--- src/rtl/dmem_lsu.sv ---
// Load/store unit between the MEM stage and a 256-word asynchronous-read data memory.
// Handles alignment errors, lane selection, load extension and read-modify-write for SB/SH.
module dmem_lsu #(
  parameter int DATA_WIDTH = 32,
  parameter int ADDR_WIDTH = 10
) (
  input  logic                  clk,
  input  logic                  rst_n,
  input  logic                  req_valid,
  output logic                  req_ready,
  input  logic                  req_we,
  input  logic [2:0]            req_funct3,
  input  logic [31:0]           req_addr,
  input  logic [DATA_WIDTH-1:0] req_wdata,
  output logic                  rsp_valid,
  output logic [DATA_WIDTH-1:0] rsp_rdata,
  output logic                  rsp_err,
  output logic                  mem_we,
  output logic [ADDR_WIDTH-3:0] mem_a,
  output logic [DATA_WIDTH-1:0] mem_wd,
  input  logic [DATA_WIDTH-1:0] mem_rd
);

  typedef enum logic [1:0] {
    IDLE  = 2'd0,
    READ  = 2'd1,
    WRITE = 2'd2,
    RESP  = 2'd3
  } state_t;

  state_t                  state_q, state_d;
  logic                    we_q;
  logic [2:0]              funct3_q;
  logic [ADDR_WIDTH-1:0]   addr_q;
  logic [DATA_WIDTH-1:0]   wdata_q;
  logic [DATA_WIDTH-1:0]   rd_q;
  logic [DATA_WIDTH-1:0]   merged;
  logic                    accept;
  logic                    req_err;

  // Only the low byte-address bits reach the memory.
  logic unused_addr_hi;
  assign unused_addr_hi = ^req_addr[31:ADDR_WIDTH];

  function automatic logic is_illegal(input logic we, input logic [2:0] f3, input logic [1:0] a);
    logic e;
    e = 1'b0;
    case (f3)
      3'b000:  e = 1'b0;
      3'b001:  e = a[0];
      3'b010:  e = |a;
      3'b100:  e = we;
      3'b101:  e = we | a[0];
      default: e = 1'b1;
    endcase
    return e;
  endfunction

  function automatic logic [DATA_WIDTH-1:0] load_ext(input logic [DATA_WIDTH-1:0] word,
                                                     input logic [2:0] f3,
                                                     input logic [1:0] a);
    logic [7:0]            b;
    logic [15:0]           h;
    logic [DATA_WIDTH-1:0] r;
    b = word[{a, 3'b000} +: 8];
    h = a[1] ? word[31:16] : word[15:0];
    r = '0;
    case (f3)
      3'b000:  r = {{24{b[7]}}, b};
      3'b001:  r = {{16{h[15]}}, h};
      3'b010:  r = word;
      3'b100:  r = {24'd0, b};
      3'b101:  r = {16'd0, h};
      default: r = '0;
    endcase
    return r;
  endfunction

  // req_ready is gated by rst_n so nothing is accepted while reset is held.
  assign req_ready = rst_n && (state_q == IDLE);
  assign accept    = req_valid && req_ready;
  assign req_err   = is_illegal(req_we, req_funct3, req_addr[1:0]);
  assign rsp_valid = (state_q == RESP);
  assign mem_a     = addr_q[ADDR_WIDTH-1:2];
  assign mem_we    = rst_n && (state_q == WRITE);

  // NOTE: every variable written in always_comb gets a default first, so no latch is inferred.
  always_comb begin
    merged = rd_q;
    case (funct3_q[1:0])
      2'b00:   merged[{addr_q[1:0], 3'b000} +: 8] = wdata_q[7:0];
      2'b01:   merged[{addr_q[1], 4'b0000} +: 16] = wdata_q[15:0];
      default: merged = wdata_q;
    endcase
  end

  assign mem_wd = (state_q == WRITE) ? merged : '0;

  always_comb begin
    state_d = state_q;
    case (state_q)
      IDLE: begin
        if (accept) begin
          if (req_err)                            state_d = RESP;
          else if (req_we && req_funct3 == 3'b010) state_d = WRITE;
          else                                    state_d = READ;
        end
      end
      READ:    state_d = we_q ? WRITE : RESP;
      WRITE:   state_d = RESP;
      RESP:    state_d = IDLE;
      default: state_d = IDLE;
    endcase
  end

  // NOTE: sequential state uses non-blocking assignments so all registers update from pre-edge values.
  always_ff @(posedge clk) begin
    if (!rst_n) begin
      state_q   <= IDLE;
      we_q      <= 1'b0;
      funct3_q  <= 3'd0;
      addr_q    <= '0;
      wdata_q   <= '0;
      rd_q      <= '0;
      rsp_rdata <= '0;
      rsp_err   <= 1'b0;
    end else begin
      state_q <= state_d;
      if (accept) begin
        we_q     <= req_we;
        funct3_q <= req_funct3;
        addr_q   <= req_addr[ADDR_WIDTH-1:0];
        wdata_q  <= req_wdata;
      end
      if (state_q == READ) rd_q <= mem_rd;
      // Response fields are loaded on the edge entering RESP and cleared on every other edge.
      rsp_err   <= accept && req_err;
      rsp_rdata <= (state_q == READ && !we_q) ? load_ext(mem_rd, funct3_q, addr_q[1:0]) : '0;
    end
  end

endmodule

--- config.mk ---
export PLATFORM = sky130hd
export DESIGN_NAME = dmem_lsu
export DESIGN_NICKNAME = d
export VERILOG_FILES = /design/src/rtl/dmem_lsu.sv
export SDC_FILE = /design/constraint.sdc
export NUM_CORES = 1
export LEC_CHECK = 0
export ABC_AREA = 1
export ABC_CLOCK_PERIOD_IN_PS = 4400
export BUFFER_PORTS_ARGS = -buffer_cell sky130_fd_sc_hd__buf_2
export CORE_MARGIN = 5
export CORE_UTILIZATION = 56
export DETAILED_ROUTE_END_ITERATION = 7
export PLACE_DENSITY = 0.86
export SYNTH_ARGS = -nofsm -noshare
export SYNTH_HDL_FRONTEND = slang
export SYNTH_SLANG_ARGS = --single-unit
--- constraint.sdc ---
create_clock -name clk -period 4.4 [get_ports clk]
set_input_delay 0.22 -clock clk [delete_from_list [all_inputs] [get_ports clk]]
set_output_delay 0.22 -clock clk [all_outputs]
set_load 0.005 [all_outputs]
==> summary.md <==
| Metric | Value |
|---|---|
| Outcome | finished clean |
| Routed Antenna Nets | 0 |
| Share of layout cells above drive strength 1 | 19.27% |
| Post-Syn Nets | 982 |
| Initial antenna violation count | 0 |
| Root Buffer | clkbuf_8 |
| Flops & latches, synth | 113 |
| CP Capture Type | output port |
| Synth Cell Area | 5812 um2 |
| IO Count | 179 |
| Most frequent cells in the layout | nand2_1 (156), buf_2 (156), o21ai_0 (155) |
| Drt first pass iters | 6 |
| Cts bufs inserted | 17 |
| Die area | 12520 um2 |
| Part of the cycle the worst path needs | 81.52% |
| P&R area growth vs syn | 29.39% |
| Placed insts | 1103 |
| Final worst slack | 0.8130 ns |
| Max-slew violation count | 0 |
| Avg WL per Cell | 16.70 um |
| Sequential share of the synthesized area | 38.92% |
| Total setup buffers inserted after CTS | 0 |
| H-tree level count | 4 |
| Worst Path Max Fanout | 17 |
| ANT cells | 0 |
| Bufs on Longest Clock Path | 2 |
| Setup_tns | 0 ns |
| Cells after synthesis | 869 |
| DIE HEIGHT | 111.9 um |
| Post-Layout Cell Count | 1179 |
| Worst slew pin tran | 1.131 ns |
| Die width | 111.9 um |
| Sequential Power Share | 35.7% |
| WP data required | 4.18 ns |
| Vias/cell | 5.613 |
| CTS tree | built |
| Nets | 1144 |
| Sw Pwr | 1.542 mW |
| Gr ovfl total | 0 |
| HP Class | in -> reg |
| Core area | 10230 um2 |
| First-pass GRT wire length | 31190 um |
| Largest net degree at the start of global routing | 83 |
| Max_cap viols | 0 |
| Clock sinks | 113 |
| RSZ-0062 raised after global routing | false |
| Register Area | 2263 um2 |
| Post-DP HPWL | 12670 um |
| Gr usage total | 30.57% |
| Vias in the first global route | 6195 |
| PwrDens | 545.3 nW/um2 |
| Crit Path Category | reg -> out |
| Max Clk Rate | 278.8 MHz |
| Via Count | 6618 |
| VDD IR-drop max | 341.2 uV |
| Number of remaining DRC errors | 0 |
| Port buffer count | 156 |
| Mapped Avg Cell Area | 6.688 um2 |
| Clock Power Share | 32.5% |
| Initial Utilization | 56.81% |
| Leakage | 3.316 nW |
| Initial DRC Count | 623 |
| Internal Power | 2.558 mW |
| Arrival @ worst endpoint | 3.37 ns |
| Multi-input gate area | 2894 um2 |
| Fill cells | 779 |
| Fin crit period | 3.587 ns |
| Startpoint Class | register |
| Row Count | 37 |
| Switching Share | 37.60% |
| Worst-skew pair later-pin latency | 0.52 ns |
| Dpl ws | 1.458 ns |
| Post-synth cell types | 28 |
| Worst Clk Skew | 0.009348 ns |
| WL final | 19690 um |
| Hold Vio Cnt, Final | 0 |
| Synthesis Warnings | 0 |
| Routability-driven placement congestion ratio | 0.9665 |
| Worst slew margin | 24.49% |
| Setup Viol. Count Final | 0 |
| Logic pwr share | 31.7% |
| CTS clk-pin slew, worst paths | 0.05 ns |
## metrics by stage
step                      power, mW  hold slack [ns]  cell area (um2)  util (%)
after floorplan               2.309           0.3327             5812         -
after CTS                     4.037         0.001697             7520     73.50
after global placement        2.657           0.4170             6499     63.52
final                         4.100         0.008107             7520     73.50
after global routing          4.328         0.003713             7520     73.50
after detailed placement      2.686           0.4242             6499     63.52
## layer usage
metal	track usage [%]	vias up	wire [um]
met2	49.40	397	9106
met1	40.14	3014	8125
met4	9.327	0	386
li1	-	3172	-
met5	0	-	0
met3	7.989	35	2071
## timing repair
action	in CTS	in global routing
gates resized for setup	0	0
hold buffers	45	0
setup endpoints to repair	0	0
endpoints found under the hold margin	45	0
## worst max-delay path, stage by stage (launching register included)
cell	delay, ns
dfxtp_1	0.68
inv_1	0.27
ha_1	0.35
inv_1	0.06
nor2_1	0.47
nand2_1	0.30
o21ai_0	0.23
nand2_1	0.07
a21oi_1	0.25
buf_2	0.18
## state kept, by name, indices dropped and copies added, names as in the netlist
register   cells
rsp_err        1
wdata_q       32
we_q           1
addr_q        10
rd_q          32
funct3_q       3
rsp_rdata     32
state_q        2
## synthesized netlist by cell type
library cell,instances,area share (%)
buf_1,4,0.26
buf_2,11,0.95
nor3b_1,8,1.0
inv_1,91,5.9
and2_1,1,0.11
nand2_4,1,0.19
nand2_1,156,10
inv_2,4,0.26
nand3_2,1,0.17
nand2_2,1,0.11
buf_4,11,1.4
o211ai_1,2,0.26
ha_1,10,2.2
o22ai_1,13,1.4
dfxtp_1,113,39
a21oi_1,112,9.6
clkinv_1,1,0.065
nand4_1,1,0.11
nor2_1,93,6.0
nor2_8,2,0.69
a22oi_1,16,2.1
a21oi_2,1,0.15
o21ai_0,155,13
clkbuf_1,34,2.2
o21ai_1,2,0.17
nor3_1,1,0.086
nand3_1,22,1.9
buf_6,2,0.39
## cell families after synthesis
| group | synth area share [%] |
|---|---|
| simple gates | 20.47 |
| flops | 38.92 |
| fa+ha+maj | 2.153 |
| buf+inv | 11.41 |
| compound gates | 27.04 |
## power groups by stage
| stage | clock network [mW] | logic [mW] | registers [mW] |
|---|---|---|---|
| 2_1_floorplan | 0 | 0.908 | 1.40 |
| 3_3_place_gp | 0 | 1.20 | 1.46 |
| 3_5_place_dp | 0 | 1.22 | 1.47 |
| 4_1_cts | 1.32 | 1.26 | 1.45 |
| 5_1_grt | 1.38 | 1.45 | 1.49 |
| 6_report | 1.33 | 1.30 | 1.47 |
## layout make-up
class | count | share of cell area [%]
repair buffers | 205 | 16.77
clock inverters | 9 | 1.431
well taps | 136 | 2.263
flip-flops and latches | 113 | 30.10
multi-input cells | 598 | 38.49
clock buffers | 22 | 6.156
inverters | 96 | 4.792
## worst paths after layout
path	slack, ns	from	endpoint	depth (start not counted)
setup / recovery	0.81	addr_q[0]	mem_wd[14]	9
hold / removal	0.008	req_wdata[6]	wdata_q[6]	3
setup reg to reg	1.83	funct3_q[1]	rsp_rdata[15]	4
hold reg to reg	0.47	we_q	we_q	2
Power figures use the tool's default switching activity.
